[src/rtl/noc_pkg.sv]
`default_nettype none
// ============================================================================
//  Module      : noc_pkg
//  Description : Shared definitions for spike events exchanged between the
//                spike event queue and the NoC packetiser.
//                Event word layout: {neuron_id (MSBs), timestep (LSBs)}.
//  Revision    : 1.0 - initial release
// ============================================================================
package noc_pkg;

  localparam int DEFAULT_NUM_NEURONS = 4;
  localparam int DEFAULT_FIFO_DEPTH  = 8;
  localparam int DEFAULT_TS_W        = 16;
  localparam int DEFAULT_ID_W        = $clog2(DEFAULT_NUM_NEURONS);

  // Event width for the default configuration.
  localparam int SPIKE_EVT_W = DEFAULT_ID_W + DEFAULT_TS_W;

  // Event width for an arbitrary configuration.
  function automatic int spike_evt_w(input int id_w, input int ts_w);
    return id_w + ts_w;
  endfunction

  // The timestep occupies the LSBs, so the id field starts at ts_w.
  function automatic int evt_ts_lsb();
    return 0;
  endfunction

  function automatic int evt_id_lsb(input int ts_w);
    return ts_w;
  endfunction

endpackage
`default_nettype wire

[src/rtl/spike_fifo.sv]
`default_nettype none
// ============================================================================
//  Module      : spike_fifo
//  Description : Synchronous show-ahead FIFO with registered pointers and
//                occupancy count. The head entry is presented combinationally
//                from storage and reads as zero while the FIFO is empty.
//  Ports       : clk, rst (async, active-high)
//                push / push_data  - write request (ignored when full)
//                pop               - remove head (ignored when empty)
//                head_data         - current head entry
//                level / full / empty - occupancy status
//  Revision    : 1.0 - initial release
// ============================================================================
module spike_fifo #(
  parameter int WIDTH = 8,
  parameter int DEPTH = 8,
  parameter int LVL_W = $clog2(DEPTH) + 1
) (
  input  logic             clk,
  input  logic             rst,
  input  logic             push,
  input  logic [WIDTH-1:0] push_data,
  input  logic             pop,
  output logic [WIDTH-1:0] head_data,
  output logic [LVL_W-1:0] level,
  output logic             full,
  output logic             empty
);

  localparam int AW = $clog2(DEPTH);

  logic [WIDTH-1:0] mem_q [DEPTH];
  logic [AW-1:0]    wr_ptr_q, wr_ptr_d;
  logic [AW-1:0]    rd_ptr_q, rd_ptr_d;
  logic [LVL_W-1:0] level_q, level_d;
  logic             push_ok;
  logic             pop_ok;

  assign full  = (level_q == LVL_W'(DEPTH));
  assign empty = (level_q == '0);
  assign level = level_q;

  always_comb begin
    push_ok  = push && !full;
    pop_ok   = pop && !empty;
    // DEPTH is a power of two, so pointer increment wraps naturally.
    wr_ptr_d = push_ok ? wr_ptr_q + AW'(1) : wr_ptr_q;
    rd_ptr_d = pop_ok  ? rd_ptr_q + AW'(1) : rd_ptr_q;
    level_d  = level_q;
    case ({push_ok, pop_ok})
      2'b10:   level_d = level_q + LVL_W'(1);
      2'b01:   level_d = level_q - LVL_W'(1);
      default: level_d = level_q;
    endcase
    head_data = empty ? '0 : mem_q[rd_ptr_q];
  end

  always_ff @(posedge clk or posedge rst) begin
    if (rst) begin
      wr_ptr_q <= '0;
      rd_ptr_q <= '0;
      level_q  <= '0;
    end else begin
      wr_ptr_q <= wr_ptr_d;
      rd_ptr_q <= rd_ptr_d;
      level_q  <= level_d;
    end
  end

  // Storage needs no reset: stale entries are never visible while empty.
  always_ff @(posedge clk) begin
    if (push_ok) begin
      mem_q[wr_ptr_q] <= push_data;
    end
  end

endmodule
`default_nettype wire

[src/rtl/spike_event_queue.sv]
`default_nettype none
// ============================================================================
//  Module      : spike_event_queue
//  Description : Round-robin capture of neuron spike flags into a
//                timestamped event FIFO, with a one-cycle ack per core.
//  Ports       : clk, rst (async, active-high)
//                timestep        - current timestep, stamped on capture
//                spike_detected  - level spike flag per core
//                spike_resolved  - registered one-cycle ack per core
//                evt_valid/evt_ready/evt_neuron_id/evt_timestep - drain port
//                fifo_level, fifo_full - occupancy status
//  Revision    : 1.0 - initial release
// ============================================================================
module spike_event_queue
  import noc_pkg::*;
#(
  parameter int NUM_NEURONS = DEFAULT_NUM_NEURONS,
  parameter int FIFO_DEPTH  = DEFAULT_FIFO_DEPTH,
  parameter int TS_W        = DEFAULT_TS_W,
  parameter int ID_W        = $clog2(NUM_NEURONS)
) (
  input  logic                          clk,
  input  logic                          rst,
  input  logic [TS_W-1:0]               timestep,
  input  logic [NUM_NEURONS-1:0]        spike_detected,
  output logic [NUM_NEURONS-1:0]        spike_resolved,
  output logic                          evt_valid,
  input  logic                          evt_ready,
  output logic [ID_W-1:0]               evt_neuron_id,
  output logic [TS_W-1:0]               evt_timestep,
  output logic [$clog2(FIFO_DEPTH):0]   fifo_level,
  output logic                          fifo_full
);

  localparam int EVT_W  = spike_evt_w(ID_W, TS_W);
  localparam int LVL_W  = $clog2(FIFO_DEPTH) + 1;
  localparam int ID_LSB = evt_id_lsb(TS_W);
  localparam int TS_LSB = evt_ts_lsb();

  logic [NUM_NEURONS-1:0] lock_q, lock_d;
  logic [NUM_NEURONS-1:0] resolved_q, resolved_d;
  logic [ID_W-1:0]        ptr_q, ptr_d;
  logic [NUM_NEURONS-1:0] pending;
  logic                   gnt_valid;
  logic [ID_W-1:0]        gnt_id;
  logic [EVT_W-1:0]       push_data;
  logic [EVT_W-1:0]       head_data;
  logic                   fifo_empty;

  // Round-robin arbiter: scan from ptr+1 upward (mod NUM_NEURONS); the
  // first pending core wins. No grant while the FIFO is full, so the
  // core keeps waiting and nothing is dropped.
  always_comb begin
    int idx;
    idx       = 0;
    pending   = spike_detected & ~lock_q;
    gnt_valid = 1'b0;
    gnt_id    = '0;
    if (!fifo_full) begin
      for (int off = 1; off <= NUM_NEURONS; off++) begin
        idx = int'(ptr_q) + off;
        if (idx >= NUM_NEURONS) begin
          idx = idx - NUM_NEURONS;
        end
        if (!gnt_valid && pending[idx[ID_W-1:0]]) begin
          gnt_valid = 1'b1;
          gnt_id    = idx[ID_W-1:0];
        end
      end
    end
  end

  // A lock stays set while the core keeps its flag high after the ack,
  // so a long-held flag is captured exactly once.
  always_comb begin
    ptr_d      = gnt_valid ? gnt_id : ptr_q;
    lock_d     = lock_q & spike_detected;
    resolved_d = '0;
    if (gnt_valid) begin
      lock_d[gnt_id]     = 1'b1;
      resolved_d[gnt_id] = 1'b1;
    end
    push_data = {gnt_id, timestep};
  end

  always_ff @(posedge clk or posedge rst) begin
    if (rst) begin
      lock_q     <= '0;
      resolved_q <= '0;
      ptr_q      <= ID_W'(NUM_NEURONS - 1);
    end else begin
      lock_q     <= lock_d;
      resolved_q <= resolved_d;
      ptr_q      <= ptr_d;
    end
  end

  spike_fifo #(
    .WIDTH (EVT_W),
    .DEPTH (FIFO_DEPTH),
    .LVL_W (LVL_W)
  ) u_fifo (
    .clk       (clk),
    .rst       (rst),
    .push      (gnt_valid),
    .push_data (push_data),
    .pop       (evt_ready),
    .head_data (head_data),
    .level     (fifo_level),
    .full      (fifo_full),
    .empty     (fifo_empty)
  );

  assign spike_resolved = resolved_q;
  assign evt_valid      = !fifo_empty;
  assign evt_neuron_id  = head_data[ID_LSB +: ID_W];
  assign evt_timestep   = head_data[TS_LSB +: TS_W];

endmodule
`default_nettype wire

[config.mk]
export PLATFORM = sky130hd
export DESIGN_NAME = spike_event_queue
export DESIGN_NICKNAME = d
export VERILOG_FILES = /design/src/rtl/noc_pkg.sv /design/src/rtl/spike_fifo.sv /design/src/rtl/spike_event_queue.sv
export SDC_FILE = /design/constraint.sdc
export NUM_CORES = 1
export LEC_CHECK = 0
export BUFFER_PORTS_ARGS = -buffer_cell sky130_fd_sc_hd__buf_4
export CORE_ASPECT_RATIO = 1.2
export CORE_MARGIN = 2
export CORE_UTILIZATION = 45
export DETAILED_ROUTE_END_ITERATION = 6
export HOLD_SLACK_MARGIN = 0.06
export PLACE_DENSITY = 0.66
export SYNTH_ARGS = -nofsm -noshare
export SYNTH_HDL_FRONTEND = slang
export SYNTH_SLANG_ARGS = --single-unit
[constraint.sdc]
create_clock -name clk -period 3.4 [get_ports clk]
set_input_delay 0 -clock clk [delete_from_list [all_inputs] [get_ports clk]]
set_output_delay 0 -clock clk [all_outputs]
set_load 0.02 [all_outputs]
# Yosys cells after proc, flatten, opt, wreduce, memory -nomap -nowiden
# Memory sizes are Yosys's and may differ from the RTL's.
# Index checks and enable logic that the tools add are counted.
word_totals:
  regBits: 20
  ramBits: 144
  input_bits: 23
  mem_count: 1
op_classes:
  addsub: 12
  n_lt_le_gt_ge: 10
  n_eq_ne: 3
  mux: 37
  n_bitwise: 4
  n_reduce_logical: 13
memory_table:
  columns: ["name", "depth", "width", "read_ports", "rd_clocked_by_memory_dff", "write_ports", "line", "source"]
  rows:
  - ["u_fifo.mem_q", 8, 18, 1, 0, 1, "spike_fifo.sv:32", "logic [WIDTH-1:0] mem_q [DEPTH];"]
ops:
  columns: ["operator", "count"]
  rows:
  - ["$mux 2", 13]
  - ["$mux 18", 1]
  - ["$lt 2x3->1 const B", 5]
  - ["$mux 1", 15]
  - ["$ge 3x3->1 const B", 3]
  - ["$and 4x4->4", 2]
  - ["$bmux 1 s2", 4]
  - ["$mux 4", 2]
  - ["$pmux 4 s2", 1]
  - ["$sub 2x1->2 const B", 4]
  - ["$add 2x2->3 const B", 2]
  - ["$add 3x1->3 const B", 2]
  - ["$logic_and 1x1->1", 6]
  - ["$logic_not 1->1", 5]
  - ["$add 2x3->4 const B", 1]
  - ["$add 4x1->4 const B", 1]
  - ["$eq 4x4->1 const B", 1]
  - ["$ge 4x3->1 const B", 1]
  - ["$logic_not 4->1", 1]
  - ["$not 4->4", 1]
  - ["$or 4x4->4", 1]
  - ["$sub 4x1->4 const B", 1]
  - ["$add 2x1->3 const B", 1]
  - ["$demux 1 s2", 1]
  - ["other kinds (4)", 4]

# Logic depth before layout (Yosys ltp)
# Gate-level depths: netlist of run 1.
depth:
  depth_word: 26
  depth_mapped: 10
  ltp_nobuf: 9

# Hierarchy
# Synthesis of run 1 repeated with hierarchy kept, for this count alone.
unflattened:
  cells_unflattened: 319
  area_unflattened_um2: 6540.0
by_module_without_submodules:
  columns: ["module", "instances", "cells_per_inst", "area_per_inst_um2"]
  rows:
  - ["spike_fifo", 1, 274, 6033.3]
  - ["spike_event_queue", 1, 45, 506.7]

# Worst setup path after synthesis of run 1
# Ideal clock, no wire load.
synth_path:
  path_kind: "flip-flop to flip-flop"
  startpoint: "reg u_fifo.level_q[3] (netlist: u_fifo.level[3])"
  endpoint: "mem u_fifo.mem_q[1][0] (netlist bit), enable pin"
  setup_ns: 0.416
  arrival_ns: 2.631
  slack_ns: 0.353
  path_stages_with_launch: 6
  synth_period_minus_slack_ns: 3.047
  cell_sequence: "dfrtp_1 > nor4b_2 > a41oi_1 > buf_2 > nand2_1 > nor3_1"
synth_via:
  elab_chain_cells: 5
  word_cells_on_any_way: 6
  cone_classes: "eq/ne (1); mux (3); reduce/logical (2)"
synth_rtl:
  columns: ["element", "line", "source"]
  rows:
  - ["start: declaration", "spike_fifo.sv:35", "logic [LVL_W-1:0] level_q, level_d;"]
  - ["start signal: assignment", "spike_fifo.sv:66", "level_q <= level_d;"]
  - ["$eq 4x4->1 (*)", "spike_fifo.sv:39", "assign full = (level_q == LVL_W'(DEPTH));"]
  - ["via fifo_full", "spike_event_queue.sv:32", "output logic fifo_full"]
  - ["$mux 1 or $logic_not 1->1 (tied branches)", "spike_event_queue.sv:59, spike_fifo.sv:44", null]
  - ["$logic_and 1x1->1 (*)", "spike_fifo.sv:44", "push_ok = push && !full;"]
  - ["$mux 1 (*)", "spike_fifo.sv:72", "if (push_ok) begin"]
  - ["$mux 1 (implied by the code) (*)", "spike_fifo.sv:73", "mem_q[wr_ptr_q] <= push_data;"]
  - ["end: declaration", "spike_fifo.sv:32", null]
# The timed path passes the listed nets; every way through them passes the cells marked *.

# Final worst setup path of run 1
layout_path:
  startpoint: "reg u_fifo.level_q[3] (netlist: u_fifo.level[3])"
  endpoint: "mem u_fifo.mem_q[6][8] (netlist bit), enable pin"
layout_via:
  elab_chain_cells: 5
  word_cells_on_any_way: 6
  cone_classes: "eq/ne (1); mux (3); reduce/logical (2)"
layout_rtl:
  columns: ["element", "line"]
  rows:
  - ["$eq 4x4->1 (*)", "spike_fifo.sv:39"]
  - ["$mux 1 or $logic_not 1->1 (tied branches)", "spike_event_queue.sv:59, spike_fifo.sv:44"]
  - ["$logic_and 1x1->1 (*)", "spike_fifo.sv:44"]
  - ["$mux 1 (*)", "spike_fifo.sv:72"]
  - ["$mux 1 (implied by the code) (*)", "spike_fifo.sv:73"]
# Every way passes the cells marked *; elsewhere a longest branch is shown, timed or not.

==> impl_results.md, run 1 <==
* Setup slack, reg-to-reg at 0.53 ns
* CTS tree: built
* Post CTS Setup Buffer Count at 0
* Largest net degree at the start of global routing at 29
* Number of I/O pins at 51
* Die height at 136 µm
* Peak VDD IR at about 0.56 mV
* P_leak at 0.00296 µW
* PortBufs at 50
* DIE AREA at 0.0155 mm²
* GR Util All Layers at 16.9%
* Cells after Synth at about 330
* DP Wirelength at 7.61 mm
* Max frequency at 349 MHz
* H-tree levels at 4
* Core ar. at approximately 0.014 mm²
* Vias in the first global route at 3,449
* Tcrit/Tclk final at 84.3%
* Clk sink count at 164
* CP max FO at 10
* Synth Register Bits at about 160
* 1st-iter DRT viols at 189
* Critical Setup Path Class: reg -> reg
* Fill count at 1,109
* Critical Path AT at 2.98 ns
* Routed WL at 12.0 mm
* Max-cap violations at 0
* Layout cells sized above 1 at 34.2%
* Row Count at 48
* Hold/Removal Path Class: in -> async
* Post-layout util at a little under three fifths
* Initial antenna violation count at 0
* Total grt overflow at 0
* Slew Viols, Final at 0
* Async set or reset register ratio after synthesis at 12.2%
* Post-Synthesis Cell Area at 0.00653 mm²
* Starting Density at 45.7%
* Status: complete, no violations
* Num CTS Buffers at 17
* First-pass DRT Iterations at 4
* Worst-Margin Slew at approximately 0.91 ns
* Root Driver: clkbuf_16
* RSZ-0062 raised after global routing: false
* Final Critical Period at roughly 2.9 ns
* Synth Warn # at 0
* Clk_lat worst skew at 0.42 ns
* DR WL/cell at 19.5 µm
* Via count at approximately 3.3k
* Clock skew at 0.00847 ns
* Sequential area share after synthesis at approximately 74%
* First-pass GRT wire length at between 15 and 20 mm
* Slew Limit Headroom at 39.3%
* Final Instance Count excl. Fillers at between 600 and 700
* Worst setup SP type: register
* Post_cts resized at 0
* Antenna-violating nets left at 0
* Avg Cell Area, Syn at between 15 and 20 µm²
* # DRC at 0
* Final Hold Viols at 0
* Worst-path clk slew at 0.07 ns
* Most used DFF post-synth: edfxtp_1
* Die width at 114 µm
* Syn_nets at between 300 and 400
* Number of flops mapped to enable cells by yosys at roughly 140
* Setup TNS at 0 ns
* CP required at 3.51 ns
* Via-to-Cell Ratio at between 5 and 6
* Fin nets at 458
* Gpl congestion at 0.822
* Netlist cell types at 42
* Endpoint class of the critical path: register
* # setup viols final at 0
* Placed cells at 563
* Number of diodes at 0
* Power Dens Cells at approximately 1000 mW/mm²
* Longest Clk Path Bufs at 2
* Area Growth Syn to Fin at 23.7%
==> sequential cells by signal, indices dropped and copies added, names as in the netlist <==
register and cells:
u_fifo.wr_ptr_q 3, spike_resolved 4, u_fifo.level 4, u_fifo.mem_q 144
lock_q 4, ptr_q 2, u_fifo.rd_ptr_q 3
==> synth_stat cells, drive strengths merged (2+ instances only) <==
library cell | count | share of area [%]
o31ai | 2 | 0.23
clkbuf | 6 | 0.36
dfstp | 2 | 0.80
o21ai | 2 | 0.15
ha | 5 | 0.96
mux2i | 20 | 3.1
nand2 | 12 | 0.69
buf | 9 | 0.88
nor2 | 29 | 1.7
a21oi | 2 | 0.15
edfxtp | 144 | 66
xnor2 | 4 | 0.54
inv | 8 | 0.46
a21o | 2 | 0.23
nor3 | 4 | 0.31
nand2b | 7 | 0.67
dfrtp | 18 | 6.9
a32o | 2 | 0.31
xor2 | 2 | 0.27
and2 | 2 | 0.23
mux4 | 36 | 12
and3 | 2 | 0.19
==> final cells by class <==
type	instances	area, µm²	share of cell area (%)
multi-input cells	146	1600	19.8
clock buffers	17	425	5.26
flip-flops and latches	164	4830	59.8
well taps	175	219	2.71
clock inverters	15	218	2.69
repair buffers	92	758	9.38
inverters	8	30.0	0.372
==> cells by family after synthesis <==
logic type,count (synthesis),share of synthesized area (%)
AOI/OAI and AO/OA,14,1.67
xor gates and xnor gates,6,0.805
adders and majority gates,6,1.26
buffers and inverters,23,1.71
DFF,164,73.9
muxes,57,15.7
and+or+nand+nor,63,4.92
==> repair_timing <==
item                                    CTS  global route
hold buffers                             22             0
endpoints found under the setup margin    0             0
endpoints found under the hold margin   153             0
==> power by group <==
group | switching (µW) | total, µW | leakage, µW | internal (µW)
logic | 1540 | 2900 | 0.00109 | 1350
registers | 332 | 3170 | 0.00156 | 2840
clock network | 808 | 2060 | 0.000317 | 1250
==> metal layers <==
layer  GRT usage, %  wire (µm)
met1           21.6       5150
met2           28.1       6250
met3           4.86        435
met4           5.56        174
met5              0          0
==> worst max-delay path, stage by stage, from the launching register on <==
cell and delay [ns]:
dfrtp_1 0.44, nor4b_2 0.21, a41oi_1 0.46, buf_4 0.25, nand2b_1 0.13, nor2_1 0.72
buf_4 0.34
==> path summary, 6_finish.rpt <==
kind,start,end,cells past startpoint
min reg2reg,lock_q[2],lock_q[2],1
max reg2reg,u_fifo.level[3],u_fifo.mem_q[6][8],6
max,u_fifo.level[3],u_fifo.mem_q[6][8],6
max in group asynchronous,rst,u_fifo.rd_ptr_q[0],3
min in group clk,timestep[5],u_fifo.mem_q[1][5],2
min,rst,u_fifo.level[3],3
==> metrics by stage <==
step	worst slack (ns)	power, µW	cell area, µm²	hold WS, ns
floorplan	0.353	5070	6530	-0.0377
global placement	0.689	6080	7220	0.204
detailed placement	0.569	6150	7220	0.200
CTS	0.547	8240	8080	0.313
global route	0.326	8560	8080	0.354
finish	0.534	8130	8080	0.285
==> cells in the final DEF, fill, tap and decap left out, types with 3 or more instances in the layout <==
| cell type | instances |
|---|---|
| bufinv_16 | 4 |
| nor2_1 | 29 |
| buf_4 | 69 |
| mux4_2 | 36 |
| nand2b_1 | 7 |
| clkbuf_16 | 17 |
| dlygate4sd3_1 | 22 |
| inv_2 | 3 |
| xnor2_1 | 4 |
| dfrtp_1 | 17 |
| edfxtp_1 | 144 |
| ha_1 | 5 |
| mux2i_1 | 20 |
| inv_1 | 5 |
| nand2_1 | 12 |
| inv_6 | 5 |
| clkinv_4 | 3 |
Power figures use the tool's default switching activity.
==> run 2, diff against run 1 <==
==> constraint.sdc (replaced) <==
create_clock -name clk -period 2.8 [get_ports clk]
set_input_delay 0 -clock clk [delete_from_list [all_inputs] [get_ports clk]]
set_output_delay 0 -clock clk [all_outputs]
set_load 0.02 [all_outputs]
==> impl_results.md, run 2 (synthesized netlist as in run 1, its figures left out) <==
* Num CTS Buffers at 17 (unchanged)
* Final Hold Viols at 0 (unchanged)
* Area Growth Syn to Fin at 22.7%
* Gpl congestion at 0.740 (-10%)
* CP max FO at 8 (-2)
* Via count at 3,300 (-0.87%)
* Placement Cell Area at 0.00724 mm² (+0.35%)
* DR WL/cell at 19.3 µm (-0.73%)
* Max frequency at 410 MHz (+18%)
* Metal-1 WL at 5.39 mm (+4.7%)
* Met3 wire length at 319 µm (-27%)
* Register with the most flip-flops: u_fifo.mem_q
* CP required at 3.14 ns (-0.37 ns)
* Worst-Margin Slew at 0.764 ns (-0.143 ns)
* Slew Viols, Final at 0 (unchanged)
* 1st-iter DRT viols at 142 (-25%)
* DP Wirelength at 7.19 mm (-5.5%)
* DIE AREA at 0.0155 mm² (unchanged)
* Critical Setup Path Class: reg -> reg
* Fill count at 1,108 (-0.090%)
* DR WL met2 at 6.11 mm (-2.3%)
* Routed WL at 12.0 mm (about the same)
* Hold/Removal Path Class: in -> async
* Number of I/O pins at 51 (unchanged)
* Worst setup SP type: register
* Peak VDD IR at 0.570 mV (+2.0%)
* Die height at 136 µm (unchanged)
* P_leak at 0.00294 µW (-0.65%)
* RSZ-0062 raised after global routing: false
* Root Driver: clkbuf_16
* Endpoint class of the critical path: register
* Setup TNS at 0 ns (unchanged)
* Antenna-violating nets left at 0 (unchanged)
* Core ar. at 0.0143 mm² (unchanged)
* Via-to-Cell Ratio at 5.31 (-1.5%)
* Commonest cells after routing, fill and taps aside: edfxtp_1, buf_4, mux4_2, nor2_1, dlygate4sd3_1
* Largest net degree at the start of global routing at 27 (-6.9%)
* Slew Limit Headroom at 49.0% (+9.7 points)
* Longest Clk Path Bufs at 2 (unchanged)
* Row Count at 48 (unchanged)
* Clk_lat worst skew at 0.42 ns (about the same)
* First-pass GRT wire length at 18.9 mm (-0.22%)
* Status: complete, no violations
* Post_cts resized at 0 (unchanged)
* Worst-path clk slew at 0.06 ns (about the same)
* PortBufs at 50 (unchanged)
* Starting Density at 45.7% (unchanged)
* Max-cap violations at 0 (unchanged)
* Total grt overflow at 0 (unchanged)
* Post CTS Setup Buffer Count at 0 (unchanged)
* Initial antenna violation count at 0 (unchanged)
* Clock skew at 0.00732 ns (-0.00115 ns)
* First-pass DRT Iterations at 4 (unchanged)
* Layout cells sized above 1 at 33.9% (-0.31 points)
* Clk sink count at 164 (unchanged)
* Fin nets at 463 (+1.1%)
* Die width at 114 µm (unchanged)
* Final Critical Period at 2.44 ns (-0.428 ns)
* Number of diodes at 0 (unchanged)
* H-tree levels at 4 (unchanged)
* Critical Path AT at 2.78 ns (-0.20 ns)
* Power Dens Cells at 1190 mW/mm² (+18%)
* Tcrit/Tclk final at 87.1% (+2.8 points)
* # setup viols final at 0 (unchanged)
* Vias in the first global route at 3,396 (-1.5%)
* Finished Cell Area at 0.00801 mm² (-0.87%)
* GR Util All Layers at 16.9% (about the same)
* Max FFs per register at 144 (unchanged)
* CTS tree: built
* Highest routed layer: met4
* Cts hold-fix bufs at 22 (unchanged)
* # DRC at 0 (unchanged)
* Commonest non-fill, non-tap cell in the layout: edfxtp_1
[run 2: changes by cell type in the layout (fill, tap and decap cells not counted)]
cell,change
clkbuf_1,+2
inv_8,-2
clkinv_2,+5
buf_12,-1
bufinv_16,-2
clkinv_1,+2
inv_6,-5
buf_4,+6
clkinv_4,-1
[run 2: final timing paths]
path | start | end | slack, ns | depth (start not counted)
max | u_fifo.level[0] | u_fifo.level[3] | 0.36 | 9
min | rst | u_fifo.level[0] | 0.28 | 3
max reg2reg | u_fifo.level[0] | u_fifo.level[3] | 0.36 | 9
min reg2reg | lock_q[2] | lock_q[2] | 0.48 | 1
max in group asynchronous | rst | u_fifo.rd_ptr_q[0] | 1.99 | 3
min in group clk | spike_detected[3] | lock_q[3] | 0.35 | 4
[run 2: final cells by class]
type / count / area, µm² / area share (%)
well taps: 175 / 219 / 2.73
repair buffers: 97 / 783 / 9.78
multi-input cells: 146 / 1600 / 20.0
clock inverters: 12 / 115 / 1.44
inverters: 8 / 30.0 / 0.375
flip-flops and latches: 164 / 4830 / 60.3
clock buffers: 19 / 433 / 5.40
[run 2: stage by stage]
| stage | hold slack, ns | worst slack, ns | utilization [%] | total power [µW] | instances |
|---|---|---|---|---|---|
| 2_1_floorplan | -0.0377 | 0.112 | - | 6160 | 333 |
| 3_3_place_gp | 0.192 | 0.415 | 50.7 | 7390 | 568 |
| 3_5_place_dp | 0.200 | 0.379 | 50.7 | 7480 | 568 |
| 4_1_cts | 0.305 | 0.352 | 56.0 | 9670 | 621 |
| 5_1_grt | 0.338 | 0.106 | 56.0 | 10100 | 621 |
| 6_report | 0.282 | 0.362 | 56.0 | 9540 | 621 |
[run 2: worst max-delay path, cell delays in order, from the launching register on]
cell     delay, ns
dfrtp_1       0.47
nor4b_2       0.37
a41oi_1       0.11
inv_2         0.18
ha_1          0.24
ha_1          0.26
a21o_1        0.18
a21oi_1       0.17
mux2i_1       0.24
xnor2_1       0.14
[run 2: metal layers]
layer	track usage, %	vias to the layer above
li1	-	1524
met3	4.01	12
met5	0	-
met2	27.8	62
met1	21.8	1702
met4	7.11	0
[run 2: power breakdown]
| part | switching, µW | leakage, µW | internal, µW |
|---|---|---|---|
| combinational | 2000 | 0.00111 | 1660 |
| clock | 860 | 0.000275 | 1290 |
| sequential | 270 | 0.00156 | 3450 |
| total | 3130 | 0.00294 | 6410 |
